--- src/rtl/vga_timing_ctrl_pkg.sv ---
// Shared 640x480@60 timing defaults, raster phase type and phase decode.
package vga_timing_pkg;

    localparam int CLK_DIV_DEF  = 4;
    localparam int H_ACTIVE_DEF = 640;
    localparam int H_FP_DEF     = 16;
    localparam int H_SYNC_DEF   = 96;
    localparam int H_BP_DEF     = 48;
    localparam int V_ACTIVE_DEF = 480;
    localparam int V_FP_DEF     = 10;
    localparam int V_SYNC_DEF   = 2;
    localparam int V_BP_DEF     = 33;

    localparam int H_TOTAL = H_ACTIVE_DEF + H_FP_DEF
                           + H_SYNC_DEF + H_BP_DEF;
    localparam int V_TOTAL = V_ACTIVE_DEF + V_FP_DEF
                           + V_SYNC_DEF + V_BP_DEF;

    localparam logic SYNC_POL_DEF = 1'b0;
    localparam int   COORD_W      = 10;

    typedef enum logic [1:0] {
        PH_ACTIVE,
        PH_FP,
        PH_SYNC,
        PH_BP
    } phase_t;

    function automatic phase_t phase_of(
        input int cnt,
        input int act,
        input int fp,
        input int sync
    );
        phase_t ph;
        ph = PH_BP;
        unique case (1'b1)
            (cnt < act):             ph = PH_ACTIVE;
            (cnt >= act && cnt < act + fp):
                                     ph = PH_FP;
            (cnt >= act + fp && cnt < act + fp + sync):
                                     ph = PH_SYNC;
            default:                 ph = PH_BP;
        endcase
        return ph;
    endfunction

endpackage

--- src/rtl/vga_timing_ctrl_if.sv ---
// Raster output bundle from the timing controller to image-fetch logic.
interface vga_timing_ctrl_if;
    import vga_timing_pkg::*;

    logic               pix_en;
    logic               hsync;
    logic               vsync;
    logic               video_on;
    logic [COORD_W-1:0] x;
    logic [COORD_W-1:0] y;
    logic               line_start;
    logic               frame_start;

    modport master (
        output pix_en, hsync, vsync, video_on,
        output x, y, line_start, frame_start
    );

    modport slave (
        input pix_en, hsync, vsync, video_on,
        input x, y, line_start, frame_start
    );

endinterface

--- src/rtl/vga_timing_ctrl_strobe.sv ---
// Divides the system clock into a one-cycle pixel strobe.
module pixel_strobe_gen #(
    parameter int CLK_DIV = 4
) (
    input  logic clk_i,
    input  logic rst_i,
    input  logic en_i,
    output logic pix_en_o,
    output logic pix_next_o
);

    localparam int DW = $clog2(CLK_DIV);
    localparam logic [DW-1:0] DIV_LAST = DW'(CLK_DIV - 1);

    logic [DW-1:0] div_q, div_d;
    logic          pix_en_q;

    always_comb begin
        div_d = (div_q == DIV_LAST) ? '0 : div_q + DW'(1);
    end

    // Lets the parent register strobe-aligned pulses in the same edge.
    assign pix_next_o = en_i && !rst_i && (div_q == DIV_LAST);
    assign pix_en_o   = pix_en_q;

    always_ff @(posedge clk_i) begin
        if (rst_i || !en_i) begin
            div_q    <= '0;
            pix_en_q <= 1'b0;
        end else begin
            div_q    <= div_d;
            pix_en_q <= (div_q == DIV_LAST);
        end
    end

endmodule

--- src/rtl/vga_timing_ctrl.sv ---
// VGA raster sequencer: H/V counters stepped on the pixel strobe.
module vga_timing_ctrl
    import vga_timing_pkg::*;
#(
    parameter int   CLK_DIV  = CLK_DIV_DEF,
    parameter int   H_ACTIVE = H_ACTIVE_DEF,
    parameter int   H_FP     = H_FP_DEF,
    parameter int   H_SYNC   = H_SYNC_DEF,
    parameter int   H_BP     = H_BP_DEF,
    parameter int   V_ACTIVE = V_ACTIVE_DEF,
    parameter int   V_FP     = V_FP_DEF,
    parameter int   V_SYNC   = V_SYNC_DEF,
    parameter int   V_BP     = V_BP_DEF,
    parameter logic SYNC_POL = SYNC_POL_DEF
) (
    input  logic             clk100MHz,
    input  logic             reset,
    input  logic             enable,
    vga_timing_ctrl_if.master vga
);

    localparam int HT = H_ACTIVE + H_FP + H_SYNC + H_BP;
    localparam int VT = V_ACTIVE + V_FP + V_SYNC + V_BP;
    localparam int HW = $clog2(HT);
    localparam int VW = $clog2(VT);
    localparam logic [HW-1:0] H_LAST = HW'(HT - 1);
    localparam logic [VW-1:0] V_LAST = VW'(VT - 1);

    logic               pix_en;
    logic               pix_next;
    logic [HW-1:0]      h_q, h_d;
    logic [VW-1:0]      v_q, v_d;
    logic               hs_q, hs_d;
    logic               vs_q, vs_d;
    logic               vid_q, vid_d;
    logic [COORD_W-1:0] x_q, x_d;
    logic [COORD_W-1:0] y_q, y_d;
    logic               ls_q, ls_d;
    logic               fs_q, fs_d;
    phase_t             ph_h, ph_v;

    pixel_strobe_gen #(
        .CLK_DIV (CLK_DIV)
    ) u_strobe (
        .clk_i      (clk100MHz),
        .rst_i      (reset),
        .en_i       (enable),
        .pix_en_o   (pix_en),
        .pix_next_o (pix_next)
    );

    always_comb begin
        h_d = h_q;
        v_d = v_q;
        if (pix_en) begin
            h_d = (h_q == H_LAST) ? '0 : h_q + HW'(1);
            if (h_q == H_LAST) begin
                v_d = (v_q == V_LAST) ? '0 : v_q + VW'(1);
            end
        end
    end

    // Decode the post-update position so outputs trail pix_en by one cycle.
    always_comb begin
        ph_h  = phase_of(int'(h_d), H_ACTIVE, H_FP, H_SYNC);
        ph_v  = phase_of(int'(v_d), V_ACTIVE, V_FP, V_SYNC);
        vid_d = (ph_h == PH_ACTIVE) && (ph_v == PH_ACTIVE);
        hs_d  = (ph_h == PH_SYNC) ? SYNC_POL : ~SYNC_POL;
        vs_d  = (ph_v == PH_SYNC) ? SYNC_POL : ~SYNC_POL;
        x_d   = vid_d ? COORD_W'(h_d) : '0;
        y_d   = vid_d ? COORD_W'(v_d) : '0;
        ls_d  = pix_next && (h_q == H_LAST);
        fs_d  = ls_d && (v_q == V_LAST);
    end

    always_ff @(posedge clk100MHz) begin
        if (reset || !enable) begin
            h_q   <= H_LAST;
            v_q   <= V_LAST;
            hs_q  <= ~SYNC_POL;
            vs_q  <= ~SYNC_POL;
            vid_q <= 1'b0;
            x_q   <= '0;
            y_q   <= '0;
            ls_q  <= 1'b0;
            fs_q  <= 1'b0;
        end else begin
            h_q  <= h_d;
            v_q  <= v_d;
            ls_q <= ls_d;
            fs_q <= fs_d;
            if (pix_en) begin
                hs_q  <= hs_d;
                vs_q  <= vs_d;
                vid_q <= vid_d;
                x_q   <= x_d;
                y_q   <= y_d;
            end
        end
    end

    assign vga.pix_en      = pix_en;
    assign vga.hsync       = hs_q;
    assign vga.vsync       = vs_q;
    assign vga.video_on    = vid_q;
    assign vga.x           = x_q;
    assign vga.y           = y_q;
    assign vga.line_start  = ls_q;
    assign vga.frame_start = fs_q;

endmodule

--- src/flat_wrapper.sv ---
// flat-port wrapper written by rule: the top's interface ports become plain ports
module vga_timing_ctrl_flat import vga_timing_pkg::*;
#(
    parameter int   CLK_DIV  = CLK_DIV_DEF,
    parameter int   H_ACTIVE = H_ACTIVE_DEF,
    parameter int   H_FP     = H_FP_DEF,
    parameter int   H_SYNC   = H_SYNC_DEF,
    parameter int   H_BP     = H_BP_DEF,
    parameter int   V_ACTIVE = V_ACTIVE_DEF,
    parameter int   V_FP     = V_FP_DEF,
    parameter int   V_SYNC   = V_SYNC_DEF,
    parameter int   V_BP     = V_BP_DEF,
    parameter logic SYNC_POL = SYNC_POL_DEF
)
  (clk100MHz, reset, enable, vga_pix_en, vga_hsync, vga_vsync, vga_video_on, vga_x, vga_y, vga_line_start, vga_frame_start);
  vga_timing_ctrl_if vga_i ();
  input  logic clk100MHz;
  input  logic reset;
  input  logic enable;
  output wire logic [$bits(vga_i.pix_en)-1:0] vga_pix_en;
  output wire logic [$bits(vga_i.hsync)-1:0] vga_hsync;
  output wire logic [$bits(vga_i.vsync)-1:0] vga_vsync;
  output wire logic [$bits(vga_i.video_on)-1:0] vga_video_on;
  output wire logic [$bits(vga_i.x)-1:0] vga_x;
  output wire logic [$bits(vga_i.y)-1:0] vga_y;
  output wire logic [$bits(vga_i.line_start)-1:0] vga_line_start;
  output wire logic [$bits(vga_i.frame_start)-1:0] vga_frame_start;
  assign vga_pix_en = vga_i.pix_en;
  assign vga_hsync = vga_i.hsync;
  assign vga_vsync = vga_i.vsync;
  assign vga_video_on = vga_i.video_on;
  assign vga_x = vga_i.x;
  assign vga_y = vga_i.y;
  assign vga_line_start = vga_i.line_start;
  assign vga_frame_start = vga_i.frame_start;
  vga_timing_ctrl #(.CLK_DIV(CLK_DIV), .H_ACTIVE(H_ACTIVE), .H_FP(H_FP), .H_SYNC(H_SYNC), .H_BP(H_BP), .V_ACTIVE(V_ACTIVE), .V_FP(V_FP), .V_SYNC(V_SYNC), .V_BP(V_BP), .SYNC_POL(SYNC_POL)) u_core (.clk100MHz(clk100MHz), .reset(reset), .enable(enable), .vga(vga_i));
endmodule
--- config.mk ---
export PLATFORM = sky130hd
export DESIGN_NAME = vga_timing_ctrl_flat
export DESIGN_NICKNAME = d
export VERILOG_FILES = /design/src/rtl/vga_timing_ctrl_pkg.sv /design/src/rtl/vga_timing_ctrl_if.sv /design/src/rtl/vga_timing_ctrl_strobe.sv /design/src/rtl/vga_timing_ctrl.sv /design/src/flat_wrapper.sv
export SDC_FILE = /design/constraint.sdc
export NUM_CORES = 1
export LEC_CHECK = 0
export BUFFER_PORTS_ARGS = -buffer_cell sky130_fd_sc_hd__buf_4
export CAP_MARGIN = 20
export CORE_MARGIN = 5
export CORE_UTILIZATION = 43
export CTS_BUF_LIST = sky130_fd_sc_hd__clkbuf_4
export DETAILED_ROUTE_END_ITERATION = 12
export SETUP_SLACK_MARGIN = 0.02
export SYNTH_ARGS = -nofsm -noshare
export SYNTH_HDL_FRONTEND = slang
export SYNTH_SLANG_ARGS = --single-unit
--- constraint.sdc ---
create_clock -name clk100MHz -period 3.5 [get_ports clk100MHz]
set_input_delay 0.7 -clock clk100MHz [delete_from_list [all_inputs] [get_ports clk100MHz]]
set_output_delay 0.7 -clock clk100MHz [all_outputs]
set_load 0.02 [all_outputs]
# Yosys cells after proc, flatten, opt, wreduce, memory -nomap -nowiden
# Index checks and enable logic that the tools add are counted.
# totals
regBits	48
in_bits	3
out_inout_bits	26
word_cells	55
# classes
add_sub_neg	3
magnitude_cmp	10
eq_ne	5
mux	11
n_reduce_logical	15
# ops
operator	count
10-bit 2-to-1 mux	7
10-bit < comparator, second input constant	3
10-bit by 9-bit < comparator with 1-bit output, second input constant	3
10-bit by 1-bit adder with 10-bit output, second input constant	2
10-bit == test, second input constant	2
10-bit greater-or-equal comparator, second input constant	2
10-bit by 9-bit greater-or-equal comparator with 1-bit output, second input constant	2
2-bit case mux with 3 select lines	2
1-bit logical AND	9
2-bit == test, second input constant	3
2-bit logical NOT	2
2-bit by 1-bit adder with 2-bit output, second input constant	1
1-bit logical NOT	2
1-bit 2-to-1 mux	2
2-bit OR reduction	1
1-bit logical OR	1

# Depth between registers and ports, before layout
# Gate-level depths: netlist (run 1).
# depth
ltp_word	10
mapped_depth	10
ltp_nobuf	8

# Hierarchy
# Synthesis (run 1) repeated with hierarchy kept, for this count alone.
# unflattened
cells_unflattened	267
hier_area_um2	2277.2
# by_module_without_submodules
module	instances	cells_each	area_each_um2	seq_area_each_um2
vga_timing_ctrl	1	259	2159.6	900.9
pixel_strobe_gen	1	8	117.6	60.1

# Worst setup path before layout (run 1)
# Ideal clock, no wire load.
# synth_timing
kind	reg2reg
start	reg u_core.h_q[0]
end	reg u_core.x_q[0] (netlist: u_core.vga.x[0])
setup_time_ns	0.096
arrival_time_ns	2.059
required_time_ns	3.404
slack_ns	1.345
stages_incl_launch_ff	10
path_buffers	2
synth_period_minus_slack_ns	2.155
cell_sequence	dfxtp_1 ha_1 and4_1 buf_6 nand3_4 a32o_1 a21o_1 a211o_1 buf_6 o41ai_2
# synth_via
elab_chain_len	9
word_cells_on_any_way	26
cone_classes	add/sub (1); order compare (10); eq/ne (1); mux (7); reduce/logical (7)
# synth_rtl
item	line	source
start: declaration	vga_timing_ctrl.sv:31	logic [HW-1:0] h_q, h_d;
start signal: assignment	vga_timing_ctrl.sv:78	h_q <= H_LAST;
start signal: assignment	vga_timing_ctrl.sv:88	h_q <= h_d;
10-bit by 1-bit adder with 10-bit output / 10-bit == test (equally long branches)	vga_timing_ctrl.sv:56, vga_timing_ctrl.sv:57	
10-bit 2-to-1 mux, on equally long branches	vga_timing_ctrl.sv:56, vga_timing_ctrl.sv:57	
10-bit 2-to-1 mux	vga_timing_ctrl.sv:55	if (pix_en) begin
10-bit greater-or-equal comparator (tied with other cells)	vga_timing_ctrl_pkg.sv:41	(cnt >= act + fp && cnt < act + fp + sync):
1-bit logical AND, on equally long branches	vga_timing_ctrl_pkg.sv:41, vga_timing_ctrl_pkg.sv:39	
2-bit case mux with 3 select lines	vga_timing_ctrl_pkg.sv:37	unique case (1'b1)
2-bit logical NOT	vga_timing_ctrl.sv:67	vid_d = (ph_h == PH_ACTIVE) && (ph_v == PH_ACTIVE);
1-bit logical AND	vga_timing_ctrl.sv:67	
10-bit 2-to-1 mux *	vga_timing_ctrl.sv:70	x_d = vid_d ? COORD_W'(h_d) : '0;
end signal: assignment	vga_timing_ctrl.sv:83	x_q <= '0;
end signal: assignment	vga_timing_ctrl.sv:96	x_q <= x_d;
end: declaration	vga_timing_ctrl.sv:36	logic [COORD_W-1:0] x_q, x_d;
# Every way passes the cells marked *; elsewhere a longest branch is shown, timed or not.
# A chain may end at the register's enable or synchronous reset.

# Final worst setup path (run 1)
# Ends and elaborated chain as after synthesis.

==> flow_summary.toml, run 1 <==
[status]
status = "finished, final reports clean"

[setup_path]
cp.arrival_ns = 3.21
slowest_stage = "a211o_1"
r2r_start = "u_core.h_q[0]$_SDFF_PP1_"
startpoint = "u_core.h_q[0]$_SDFF_PP1_"
critPathMaxFanout = 20
start_kind = "flip-flop"
max_stage_delay_ns = 0.57
cp-end-kind = "flip-flop"
criticalPathCategory = "reg2reg"
worstPathRequired_ns = 3.77
critPathBufInv = 0
cp_top_family = "compound AO/OA/AOI/OAI gates"
crit_path_cell_trace = "ha_1 -> and4_1 -> nand3_4 -> a32o_1 -> a21o_1 -> a211o_1 -> o41ai_2"

[detailed_routing]
dr.pass1.iters = 4
wl_um = 5690
vias = 2062
first_iter_violations = 122
remaining_drc_errors = 0
final_antenna_net_count = 0
wl_per_cell_um = 15.3
vias_per_cell = 5.54

[timing]
min_period_ns = 2.94
setup_tns_ns = 0
worst-slew-pin-transition_ns = 0.747
rsz0062_at_grt = "false"
finClkSkew_ns = 0.0175
hold_violations = 0
max_clock_freq_ghz = 0.341
setup_viol = 0
fin_crit_sh_pct = 83.9
relSlewSlack_pct = 50.2
whs_ns = 0.455
slew_viol_final = 0

[clock_tree]
insertion_delay_ns = 0.37
cts.repair.resized = 0
clk_pin_slew_worst_paths_ns = 0.14
post_cts_buffers = 0
cts_root_buf = "clkbuf_4"
cts.sinks = 48
htree_num_levels = 2
cts_hold_buf = 0
numCtsBuffers = 5
tritoncts = "yes"
clk_path_buf_depth = 2

[yosys]
syn_inst = 280
synthFlopType = "dfxtp_1"
syn_avg_cell_area_um2 = 8.47
syn-cell-area_um2 = 2370
async_reset_ff_share_pct = 0
synth-edff-count = 0
ys_types = 51
ys.warnings.count = 0
ys_seq_area_share_pct = 40.5
ys_seq_elements = 48
synth_top_area_share_pct = 40.5
synth_top_area_cell = "dfxtp_1"
synth_nets = 287
synth_area_leaders = "dfxtp_1, nand2_1, o31ai_1"

[cells_and_area]
fillers = 524
utilization_pct = 48.9
drive_gt1_share_pct = 17.0
nets = 306
diodes = 0
syn2layout_area_growth_pct = 12.2

[power]
leakage_nw = 0.992
p_per_area_nw_per_um2 = 340
p_total_w = 0.000906
irDropWorstVdd_v = 0.000183

[worst_hold_path]
hp-class = "reg2reg"
worstHoldStart = "u_core.u_strobe.div_q[0]$_SDFF_PP0_"

[place]
numPortBuffers = 28
hpwl_um = 4050
gp_congestion = 0.845

[global_routing]
grt_first_pass_wirelength_um = 9360
grt_start_max_net_pins = 22
antenna_found_initial = 0
grt_pass1_vias = 1896
gr-total-overflow = 0
grt_usage_pct = 16.2

[floorplan]
fp.dieArea_um2 = 7100
die_w_um = 84.3
io_pins = 29
core_um2 = 5440
initial_core_util_pct = 43.6
die_y_um = 84.3
fp-row-count = 27

[job]
maxCapViolations = 0
[flip-flops by register name (all words and copies together) (netlist names)]
register	count
u_core.h_q	10
u_core.u_strobe.pix_en_o	1
u_core.vga.hsync	1
u_core.vga.video_on	1
u_core.vga.x	10
u_core.vga.line_start	1
u_core.u_strobe.div_q	2
u_core.v_q	10
u_core.vga.vsync	1
u_core.vga.y	10
u_core.vga.frame_start	1
[layout make-up]
cell class	instances	area (µm²)	area share, %
tap	72	90.1	3.39
clock buffer	5	37.5	1.41
sequential	48	961	36.1
inverter	4	15.0	0.564
timing repair buffer	32	240	9.03
multi-input combinational	208	1270	47.8
clock inverter	3	46.3	1.74
[Yosys cell counts, types with 5 or more instances]
library cell / instances
a21oi_1: 10
nor3_1: 8
a31oi_1: 5
o21ai_0: 11
xnor2_1: 6
nor2_1: 21
nand3_1: 9
o31ai_1: 17
nand2_1: 46
xor2_1: 5
buf_6: 5
and3_1: 7
dfxtp_1: 48
clkbuf_1: 10
[final timing paths]
path                                                            end  slack, ns  depth (start not counted)
worst min register to register  u_core.u_strobe.div_q[0]$_SDFF_PP0_       0.46                          1
worst max register to register         u_core.vga.x[0]$_SDFFE_PP0P_       0.56                          7
worst min-delay path            u_core.u_strobe.div_q[0]$_SDFF_PP0_       0.46                          1
worst max-delay path                   u_core.vga.x[0]$_SDFFE_PP0P_       0.56                          7
[per-stage QoR]
step | worst slack [ns] | instances | cell area (µm²)
floorplan | 1.35 | 280 | 2370
global placement | 0.679 | 364 | 2580
detailed placement | 0.580 | 364 | 2580
CTS | 0.546 | 372 | 2660
global route | 0.339 | 372 | 2660
finish | 0.564 | 372 | 2660
[report_power, final]
part	switching, W	internal (W)
Combinational	0.0000136	0.00000596
Clock	0.000185	0.000153
Sequential	0.000000891	0.000548
[worst register-to-register path, cell delays in order, from the launching register on]
cell     delay, ns
dfxtp_1       0.43
ha_1          0.29
and4_1        0.49
nand3_4       0.25
a32o_1        0.27
a21o_1        0.19
a211o_1       0.57
o41ai_2       0.37
[logic make-up (layout without fill, tap and decap cells)]
logic type      count (synthesis)  count (layout)  share of synthesized area, %
compound gates                 63              63                          18.4
fa+ha+maj                       4               4                          2.11
simple gates                  129             129                          28.6
mux                             1               1                         0.422
buf+inv                        24              44                          5.86
xor+xnor                       11              11                          4.06
flops                          48              48                          40.5
[layout by cell type (no fill, tap or decap), types with 4 or more instances in the layout]
master,Yosys,layout
dfxtp_1,48,48
nand2_1,46,46
buf_4,2,32
nor2_1,21,21
o31ai_1,17,17
o21ai_0,11,11
a21oi_1,10,10
nand3_1,9,9
nor3_1,8,8
and3_1,7,7
xnor2_1,6,6
xor2_1,5,5
a31oi_1,5,5
clkbuf_4,0,5
inv_1,4,4
or2_2,4,4
nor3b_1,4,4
ha_1,4,4
[layer usage]
| layer | vias to the layer above | wire length [µm] | global-route usage (%) |
|---|---|---|---|
| li1 | 1040 | - | - |
| met1 | 965 | 2520 | 20.1 |
| met2 | 48 | 2830 | 28.0 |
| met3 | 9 | 229 | 3.24 |
| met4 | 0 | 114 | 5.41 |
| met5 | - | 0 | 0 |
No activity file was read; power rests on OpenSTA's default activity.
==> run 2: changes to the inputs <==
==> constraint.sdc (replaced) <==
create_clock -name clk100MHz -period 2.4 [get_ports clk100MHz]
set_input_delay 0.48 -clock clk100MHz [delete_from_list [all_inputs] [get_ports clk100MHz]]
set_output_delay 0.48 -clock clk100MHz [all_outputs]
set_load 0.02 [all_outputs]
==> flow_summary.toml, run 2 (synthesis results as in run 1) <==
[status]
status = "finished, final reports clean"

[floorplan]
die_y_um = 84.3
fp.dieArea_um2 = 7100
fp-row-count = 27
core_um2 = 5440
initial_core_util_pct = 43.6
die_w_um = 84.3
io_pins = 29

[cells_and_area]
diodes = 0
fillers = 541
drive_gt1_share_pct = 23.0
layout_commonest_cell = "buf_4"
syn2layout_area_growth_pct = 18.6
final_cell_mix = "buf_4, nand2_1, dfxtp_1, nor2_1, o31ai_1"
nets = 324
utilization_pct = 51.7
finalNonFillerCells = 389

[setup_path]
ff2ff_path_depth = 8
cp.arrival_ns = 2.47
slowest_stage = "nor4b_1"
worstPathRequired_ns = 2.64
criticalPathCategory = "reg2reg"
cp_top_family = "simple AND/OR/NAND/NOR gates"
critPathBufInv = 1
r2r_start = "u_core.v_q[1]$_SDFF_PP0_"
max_stage_delay_ns = 0.40
crit_path_cell_trace = "inv_1 -> ha_1 -> nor4b_1 -> and3_1 -> o21ai_0 -> a21oi_1 -> nor4b_2 -> a31oi_1"
critPathMaxFanout = 6
reg2reg_slack_ns = 0.17
startpoint = "u_core.v_q[1]$_SDFF_PP0_"
start_kind = "flip-flop"
cp-end-kind = "flip-flop"
reg2reg_to = "u_core.vga.vsync$_SDFFE_PP1P_"

[detailed_routing]
wl_per_cell_um = 15.0
dr.pass1.iters = 4
final_antenna_net_count = 0
remaining_drc_errors = 0
wl_um = 5820
vias_per_cell = 5.44
first_iter_violations = 114
vias = 2118

[timing]
hold_violations = 0
finClkSkew_ns = 0.00632
setup_viol = 0
whs_ns = 0.447
fin_crit_sh_pct = 92.8
rsz0062_at_grt = "false"
min_period_ns = 2.23
setup_tns_ns = 0
max_clock_freq_ghz = 0.449
slew_viol_final = 0
worst-slew-pin-transition_ns = 0.458
relSlewSlack_pct = 69.0

[worst_hold_path]
holdPathStages = 1
min_to = "u_core.u_strobe.div_q[0]$_SDFF_PP0_"
hp-class = "reg2reg"
worstHoldStart = "u_core.u_strobe.div_q[0]$_SDFF_PP0_"

[power]
irDropWorstVdd_v = 0.000218
p_switching_w = 0.000259
power_frac_comb_pct = 2.6
leakage_nw = 1.08
switching_share_pct = 21.8
p_total_w = 0.00119
p_per_area_nw_per_um2 = 422
power.share.clock_pct = 30.1
power.internal_w = 0.000929
power_frac_seq_pct = 67.3

[clock_tree]
clk_pin_slew_worst_paths_ns = 0.12
htree_num_levels = 2
numCtsBuffers = 5
cts_root_buf = "clkbuf_4"
tritoncts = "yes"
insertion_delay_ns = 0.35
cts.sinks = 48
clk_path_buf_depth = 2
cts_hold_buf = 0

[job]
maxCapViolations = 0

[global_routing]
gr-total-overflow = 0
grt_start_max_net_pins = 22
grt_usage_pct = 16.3
grt_first_pass_wirelength_um = 9470
grt_pass1_vias = 1955
antenna_found_initial = 0

[place]
gp_congestion = 0.911
placedCellCount = 378
hpwl_um = 4300
numPortBuffers = 28
## run 2: area by class of cell
cell class / count / area [µm²] / area share (%)
Multi-Input combinational cell: 208 / 1290 / 46.0
Sequential cell: 48 / 963 / 34.3
Timing Repair Buffer: 50 / 400 / 14.2
Tap cell: 72 / 90.1 / 3.20
Clock buffer: 6 / 45.0 / 1.60
Inverter: 4 / 15.0 / 0.534
Clock inverter: 1 / 5.00 / 0.178
## run 2: worst max-delay path by stage
stage,end,slack [ns],cells after the start
global route,u_core.vga.vsync$_SDFFE_PP1P_,0.04,8
finish,u_core.vga.vsync$_SDFFE_PP1P_,0.17,8
CTS,u_core.vga.vsync$_SDFFE_PP1P_,0.02,7
global placement,u_core.vga.vsync$_SDFFE_PP1P_,0.05,7
floorplan,u_core.vga.x[0]$_SDFFE_PP0P_,0.25,9
detailed placement,u_core.vga.vsync$_SDFFE_PP1P_,0.07,7
## run 2: worst reg2reg max path, cell delays in order, from the launching register on
cell	delay, ns
dfxtp_1	0.38
inv_1	0.13
ha_1	0.17
nor4b_1	0.40
and3_1	0.27
o21ai_0	0.10
a21oi_1	0.27
nor4b_2	0.29
a31oi_1	0.12
## run 2: layer usage
layer | share of wire [%] | GRT usage, % | up-vias
met5 | 0 | 0 | -
met4 | 2.4 | 5.85 | 0
met3 | 4.0 | 2.94 | 14
met2 | 47 | 27.8 | 50
met1 | 46 | 20.6 | 980
li1 | - | - | 1074
## run 2: metrics by stage
| stage | setup slack [ns] | instance area, µm² |
|---|---|---|
| finish | 0.172 | 2810 |
| global route | 0.0366 | 2810 |
| CTS | 0.0225 | 2760 |
| detailed placement | 0.0724 | 2710 |
| global placement | 0.0519 | 2710 |
| floorplan | 0.245 | 2370 |
## run 2: power by group through the flow
stage	logic, W	registers [W]	clock network, W
2_1_floorplan	0.0000176	0.000817	0
3_3_place_gp	0.0000302	0.000817	0
3_5_place_dp	0.0000308	0.000818	0
4_1_cts	0.0000310	0.000800	0.000376
5_1_grt	0.0000340	0.000801	0.000404
6_report	0.0000308	0.000800	0.000357
## run 2: what timing repair did
action | CTS | global route
endpoints found under the setup margin | 0 | 21
resized for setup | 0 | 6
buffers inserted | 0 | 4
==> run 3: changes to the inputs <==
==> constraint.sdc (replaced) <==
create_clock -name clk100MHz -period 2.2 [get_ports clk100MHz]
set_input_delay 0.44 -clock clk100MHz [delete_from_list [all_inputs] [get_ports clk100MHz]]
set_output_delay 0.44 -clock clk100MHz [all_outputs]
set_load 0.02 [all_outputs]
==> flow_summary.toml, run 3 (synthesis results as in run 1) <==
[clock_tree]
clk_pin_slew_worst_paths_ns = 0.15
numCtsBuffers = 5
htree_num_levels = 2
cts_hold_buf = 0
insertion_delay_ns = 0.38
tritoncts = "yes"
clk_path_buf_depth = 2
cts.sinks = 48
cts_root_buf = "clkbuf_4"

[setup_path]
worstPathRequired_ns = 2.47
critPathBufInv = 1
max_stage_delay_ns = 0.45
cp_top_family = "simple AND/OR/NAND/NOR gates"
crit_path_cell_trace = "or3b_4 -> nor3_4 -> buf_4 -> o21ai_0 -> a21oi_1 -> nor4b_2 -> a31oi_1"
ff2ff_path_depth = 7
cp-end-kind = "flip-flop"
start_kind = "flip-flop"
slowest_stage = "or3b_4"
cp.arrival_ns = 2.35
criticalPathCategory = "reg2reg"
r2r_start = "u_core.h_q[5]$_SDFF_PP0_"
startpoint = "u_core.h_q[5]$_SDFF_PP0_"
critPathMaxFanout = 10
cp_num_cells = 7

[timing]
worst-slew-pin-transition_ns = 0.396
slew_viol_final = 0
hold_violations = 0
rsz0062_at_grt = "true"
relSlewSlack_pct = 73.6
setup_viol = 0
setup_tns_ns = 0
setup_ws_ns = 0.112
min_period_ns = 2.09
finClkSkew_ns = 0.0193
max_clock_freq_ghz = 0.479
fin_crit_sh_pct = 94.9

[detailed_routing]
wl_per_cell_um = 15.4
wl_met3_um = 196
final_antenna_net_count = 0
first_iter_violations = 143
top_layer = "met4"
met2_length_um = 3100
vias = 2211
wirelength_met1_um = 2760
remaining_drc_errors = 0
vias_per_cell = 5.47
dr.pass1.iters = 4
wl_um = 6230

[place]
hpwl_um = 4550
gp_congestion = 0.916
numPortBuffers = 28
post-place-ws_ns = 0.0685

[job]
maxCapViolations = 0

[worst_hold_path]
holdPathStages = 1
hp-class = "reg2reg"
worstHoldStart = "u_core.u_strobe.div_q[0]$_SDFF_PP0_"

[global_routing]
grt_usage_pct = 17.9
grt_start_max_net_pins = 22
grt_first_pass_wirelength_um = 10300
gr-total-overflow = 0
antenna_found_initial = 0
grt_pass1_vias = 2100

[floorplan]
die_y_um = 84.3
initial_core_util_pct = 43.6
fp.dieArea_um2 = 7100
die_w_um = 84.3
core_um2 = 5440
fp-row-count = 27
io_pins = 29

[status]
status = "finished, final reports clean"

[power]
power_frac_seq_pct = 65.8
power_frac_comb_pct = 2.6
p_per_area_nw_per_um2 = 447
power.share.clock_pct = 31.7
power.internal_w = 0.00101
switching_share_pct = 24.1
leakage_nw = 1.15
p_switching_w = 0.000320
irDropWorstVdd_v = 0.000248

[cells_and_area]
diodes = 0
final_cell_mix = "buf_4, nand2_1, dfxtp_1, nor2_1, o31ai_1"
drive_gt1_share_pct = 31.6
syn2layout_area_growth_pct = 25.2
layout_commonest_cell = "buf_4"
nets = 338
[run 3: metrics by stage]
step	utilization, %	power (W)	hold slack, ns	cells	area (µm²)
final	54.6	0.00133	0.451	404	2970
after global routing	54.6	0.00137	0.463	404	2970
after CTS	52.5	0.00134	0.447	400	2860
after detailed placement	51.5	0.000926	0.433	392	2800
after global placement	51.5	0.000926	0.417	392	2800
after floorplan	-	0.000911	0.408	280	2370
[run 3: power groups by stage]
| stage | logic (W) | clock network (W) | registers, W |
|---|---|---|---|
| 5_1_grt | 0.0000376 | 0.000460 | 0.000873 |
| 2_1_floorplan | 0.0000192 | 0 | 0.000892 |
| 3_5_place_dp | 0.0000344 | 0 | 0.000892 |
| 3_3_place_gp | 0.0000340 | 0 | 0.000892 |
| 4_1_cts | 0.0000345 | 0.000431 | 0.000873 |
| 6_report | 0.0000341 | 0.000420 | 0.000873 |
[run 3: timing repair]
action                                  CTS  global route
setup buffers                             0             4
endpoints found under the setup margin    0            21
resized for setup                         0            24
[run 3: area by class of cell]
cell class | count | area [µm²]
timing repair buffer | 64 | 493
tap | 72 | 90.1
clock buffer | 5 | 37.5
multi-input combinational | 208 | 1350
fill | 535 | 2470
sequential | 48 | 970
clock inverter | 3 | 18.8
inverter | 4 | 15.0
[run 3: worst paths after layout]
check | end | slack [ns]
setup / recovery | u_core.vga.vsync$_SDFFE_PP1P_ | 0.11
hold / removal | u_core.u_strobe.div_q[0]$_SDFF_PP0_ | 0.45
setup reg to reg | u_core.vga.vsync$_SDFFE_PP1P_ | 0.11
hold reg to reg | u_core.u_strobe.div_q[0]$_SDFF_PP0_ | 0.45
[run 3: per-layer routing]
metal / vias to the layer above / global-route usage, %
met3: 16 / 3.04
met4: 0 / 7.89
met2: 34 / 30.7
met5: - / 0
li1: 1104 / -
met1: 1057 / 21.8
